File: src/rtl/fp_pair_unpack.sv
// fp_pair_unpack: pops binary32 words from a first-word-fall-through FIFO in
// pairs (A then B), unpacks each into sign/exponent/significand/class and holds
// the registered pair for a valid/ready consumer. Single clock domain (rclk).
module fp_pair_unpack #(
  parameter int unsigned DSIZE = 32
) (
  input  logic             rclk,
  input  logic             rrst,
  input  logic [DSIZE-1:0] rdata,
  input  logic             rempty,
  output logic             rd,
  output logic             out_valid,
  input  logic             out_ready,
  output logic             a_sign,
  output logic [7:0]       a_exp,
  output logic [23:0]      a_man,
  output logic [3:0]       a_class,
  output logic             b_sign,
  output logic [7:0]       b_exp,
  output logic [23:0]      b_man,
  output logic [3:0]       b_class,
  output logic [15:0]      pair_cnt
);

  typedef enum logic [1:0] {StA, StB, StOut} state_e;

  state_e state_q;

  logic        u_sign;
  logic [7:0]  u_exp;
  logic [23:0] u_man;
  logic [3:0]  u_class;
  logic [7:0]  w_exp;
  logic [22:0] w_frac;

  // Pop only while collecting a pair; never during reset or while holding.
  always_comb begin
    rd = ~rrst & ~rempty & ((state_q == StA) | (state_q == StB));
  end

  // Unpack the FIFO head word; class is {nan, inf, zero, denorm}.
  always_comb begin
    w_exp   = rdata[30:23];
    w_frac  = rdata[22:0];
    u_sign  = rdata[31];
    u_exp   = w_exp;
    u_man   = {1'b1, w_frac};
    u_class = 4'b0000;
    if (w_exp == 8'h00) begin
      u_man = {1'b0, w_frac};
      if (w_frac == 23'd0) begin
        u_exp   = 8'h00;
        u_class = 4'b0010;
      end else begin
        // Denormals share the scale of exponent 1.
        u_exp   = 8'h01;
        u_class = 4'b0001;
      end
    end else if (w_exp == 8'hFF) begin
      u_class = (w_frac == 23'd0) ? 4'b0100 : 4'b1000;
    end
  end

  // Pair-collection FSM with registered outputs.
  always_ff @(posedge rclk) begin
    if (rrst) begin
      state_q   <= StA;
      out_valid <= 1'b0;
      a_sign    <= 1'b0;
      a_exp     <= 8'h00;
      a_man     <= 24'h000000;
      a_class   <= 4'b0000;
      b_sign    <= 1'b0;
      b_exp     <= 8'h00;
      b_man     <= 24'h000000;
      b_class   <= 4'b0000;
      pair_cnt  <= 16'h0000;
    end else begin
      unique case (state_q)
        StA: begin
          if (rd) begin
            a_sign  <= u_sign;
            a_exp   <= u_exp;
            a_man   <= u_man;
            a_class <= u_class;
            state_q <= StB;
          end
        end
        StB: begin
          if (rd) begin
            b_sign    <= u_sign;
            b_exp     <= u_exp;
            b_man     <= u_man;
            b_class   <= u_class;
            out_valid <= 1'b1;
            state_q   <= StOut;
          end
        end
        StOut: begin
          if (out_ready) begin
            out_valid <= 1'b0;
            pair_cnt  <= pair_cnt + 16'd1;
            state_q   <= StA;
          end
        end
        default: begin
          out_valid <= 1'b0;
          state_q   <= StA;
        end
      endcase
    end
  end

endmodule
File: config.mk
export PLATFORM = sky130hd
export DESIGN_NAME = fp_pair_unpack
export DESIGN_NICKNAME = d
export VERILOG_FILES = /design/src/rtl/fp_pair_unpack.sv
export SDC_FILE = /design/constraint.sdc
export NUM_CORES = 1
export LEC_CHECK = 0
export CORE_UTILIZATION = 50
export CTS_BUF_LIST = sky130_fd_sc_hd__clkbuf_2 sky130_fd_sc_hd__clkbuf_4 sky130_fd_sc_hd__clkbuf_8
export CTS_CLUSTER_SIZE = 28
export DETAILED_ROUTE_END_ITERATION = 12
export PLACE_DENSITY = 0.92
export SETUP_SLACK_MARGIN = 0.02
export SLEW_MARGIN = 20
export SYNTH_ARGS = -nofsm -noshare
export SYNTH_HDL_FRONTEND = slang
export SYNTH_SLANG_ARGS = --single-unit
File: constraint.sdc
create_clock -name rclk -period 5 [get_ports rclk]
set_input_delay 0.75 -clock rclk [delete_from_list [all_inputs] [get_ports rclk]]
set_output_delay 0.75 -clock rclk [all_outputs]
set_load 0.005 [all_outputs]
==> impl_metrics.yaml <==
outcome:
  status: "finished, final reports clean"
hold_path:
  worstHoldEndpoint: "b_man[10]"
  min_path_cells: 2
  worstHoldStart: "b_man[10]"
  hp-class: "register to register"
logic_synthesis:
  synth_edf_count: 0
  yosys-top-cells-area: "dfxtp_1 52%, nand2_1 14%, a21oi_1 11%"
  yosys.area.top_type: "dfxtp_1"
  synth.distinct_cells: 39
  syn-cell-area_mm2: 0.00355
  synth.avg_cell_area_um2: 8.21
  synth_xor_area_frac: 0.0198
  netlist.area_leader.share: 0.525
  yosys_warnings: 0
  synth_nets: 469
  muxShareOfSynthArea: 0
  synth_top_family_by_area: "simple AND/OR/NAND/NOR gates"
  synth_compound_area_frac: 0.147
  synth_flop_cell: "dfxtp_1"
  ys_seq_area_frac: 0.525
  ys_ff_latch: 93
  netlist_top_cells_count: "135 x nand2_1, 93 x dfxtp_1, 75 x a21oi_1"
  synthCells: 432
  synthArstFlopShare: 0
  synth_most_common_cell: "nand2_1"
  synth_fa_ha_area_frac: 0.00353
  yosys.area_share.simple: 0.267
timing:
  min_period_ps: 3020
  final.setup.worst_slack_ps: 1980
  setup_violations: 0
  hold_viol: 0
  clock.fmax_mhz: 331
  whs_ps: 454
  tns_ps: 0
  rsz0062_at_grt: "no"
  slew_headroom: 0.356
  slew_violations: 0
  skew_ps: 9.92
  period_share: 0.604
  worst_pin_slew_ps: 962
floorplanning:
  die_y_um: 86.2
  io_pins: 128
  coreArea_mm2: 0.00683
  die_area_mm2: 0.00743
  die_w_um: 86.2
  rows: 30
  initial_utilization: 0.519
worst_setup_path:
  cp_slowest_stage_delay_ps: 570
  crit_path_cell_trace: "clkdlybuf4s50_1 -> nor3_1 -> clkdlybuf4s50_1"
  worstPathMaxFanout: 6
  critPathKind: "input pin to output port"
  cp-start-kind: "input pin"
  r2r_slack_ps: 2860
  slowest_stage: "clkdlybuf4s50_1"
  reg2reg_to: "b_class[1]"
  crit_top_cell: "clkdlybuf4s50_1"
  rr_startpoint: "state_q[0]"
  crit_buf_inv: 2
  crit_arrival_ps: 2270
  end_kind: "output port"
  reg2reg_depth: 4
  cp_top_family: "buffers and inverters"
  required_ps: 4250
flow_run:
  max-cap-violations: 0
clock_network:
  post_cts_resize_count: 0
  htree_levels: 3
  clock-sinks: 93
  max-clock-path-buffers: 2
  cts_root_buf: "clkbuf_8"
  insertion_delay_ps: 360
  clkSlewWorstSetupHoldPaths_ps: 80
  tritoncts: "built"
  numCtsBuffers: 9
  hold_buffers: 0
  post-cts-setup-buffers: 0
placed_design:
  routabilityCongestion: 0.811
  dp_slack_ps: 1890
  dpl.cell_count: 633
  io_buffer_count: 127
  hpwl_um: 6620
route:
  drt-initial-drc-count: 156
  vias_per_cell: 5.30
  wl_um: 9310
  routedWlPerCell_um: 14.3
  post-route-drc-count: 0
  vias: 3447
  first_pass_iters: 4
  ant_nets: 0
finish:
  fillers: 513
  fin_nets: 586
  area_delta_synth_final_pct: 42.0
  drive_gt1_frac: 0.0542
  antenna_cells: 0
  stdcell_count: 650
global_routing:
  grt_pass1_wl_um: 15000
  grt_pass1_vias: 3144
  grt-ovfl-total: 0
  grt_max_degree: 49
  antenna_found_initial: 0
  grt_usage: 0.258
power_and_ir_drop:
  swShare: 0.251
  intPower_mw: 1.03
  p_leak_nw: 1.68
  power.density_mw_per_mm2: 274
  seq_power_share: 0.562
  vdd_drop_max_mv: 0.150
  clkPwrFrac: 0.327
  switching_power_mw: 0.346
  combPwrFrac: 0.111
[metal layers]
layer,vias to the layer above,GRT usage,wire length (µm),part of all wire
met2,146,0.413,4400,0.47
met5,-,0,0,0
met3,23,0.0533,687,0.074
met4,0,0.123,243,0.026
met1,1577,0.335,3990,0.43
li1,1701,-,-,-
[metrics by stage]
step | power (mW) | util | instance area (µm²)
global placement | 0.941 | 0.709 | 4850
finish | 1.38 | 0.737 | 5040
CTS | 1.38 | 0.735 | 5020
floorplan | 0.853 | - | 3550
global route | 1.43 | 0.737 | 5040
detailed placement | 0.945 | 0.709 | 4850
[tightest hold or removal path: cells and delay by family (launching register included)]
kind	cells	cell delay, ps
AO/OA/AOI/OAI	1	50
flip-flops	1	310
AND/OR/NAND/NOR	1	50
[worst max path at each step]
stage,start,to,slack [ps],cells past startpoint
6_report,rempty,rd,1980,3
5_1_grt,rempty,rd,1890,3
4_1_cts,rempty,rd,2020,3
3_5_place_dp,rempty,b_class[2],1890,5
3_3_place_gp,rempty,b_class[2],2060,4
2_1_floorplan,rrst,a_exp[0],3050,6
[sequential cells by signal, summed over array words and instances, names as in the netlist, 2 cells and up]
register and cells:
state_q 2, a_class 4, a_man 24, b_class 4, a_exp 8, pair_cnt 16
b_exp 8, b_man 24
[layout by cell type (no fill, tap or decap), drive strengths merged, types with 2 or more instances in the layout]
cell,instances
a21oi,75
a31o,2
a32o,2
and3,3
buf,6
clkbuf,10
clkdlybuf4s50,126
clkinv,5
clkinvlp,2
dfxtp,93
inv,3
nand2,135
nand3,11
nand4,6
nor2,16
nor3,7
nor3b,2
nor4,9
o21ai,10
o31ai,5
or3,2
or4,6
xnor2,3
xor2,5
[power by group through the flow]
stage          registers [mW]  logic [mW]  clock network, mW
6_report                0.777       0.153              0.451
3_3_place_gp            0.793       0.148                  0
4_1_cts                 0.777       0.152              0.453
3_5_place_dp            0.794       0.151                  0
2_1_floorplan           0.792      0.0610                  0
5_1_grt                 0.780       0.165              0.486
[area by class of cell]
class | count | area, µm² | area share
inverters | 4 | 15.0 | 0.00298
well taps | 96 | 120 | 0.0239
clock inverters | 6 | 38.8 | 0.00770
repair buffers | 132 | 1310 | 0.260
multi-input cells | 309 | 1560 | 0.309
flip-flops and latches | 93 | 1860 | 0.370
clock buffers | 10 | 138 | 0.0273
[kinds of logic after synthesis]
| logic type | after synthesis |
|---|---|
| simple gates | 203 |
| compound gates | 97 |
| flops | 93 |
| buf+inv | 30 |
| xor+xnor | 8 |
| fa+ha+maj | 1 |
(Power assumes the default switching activity.)
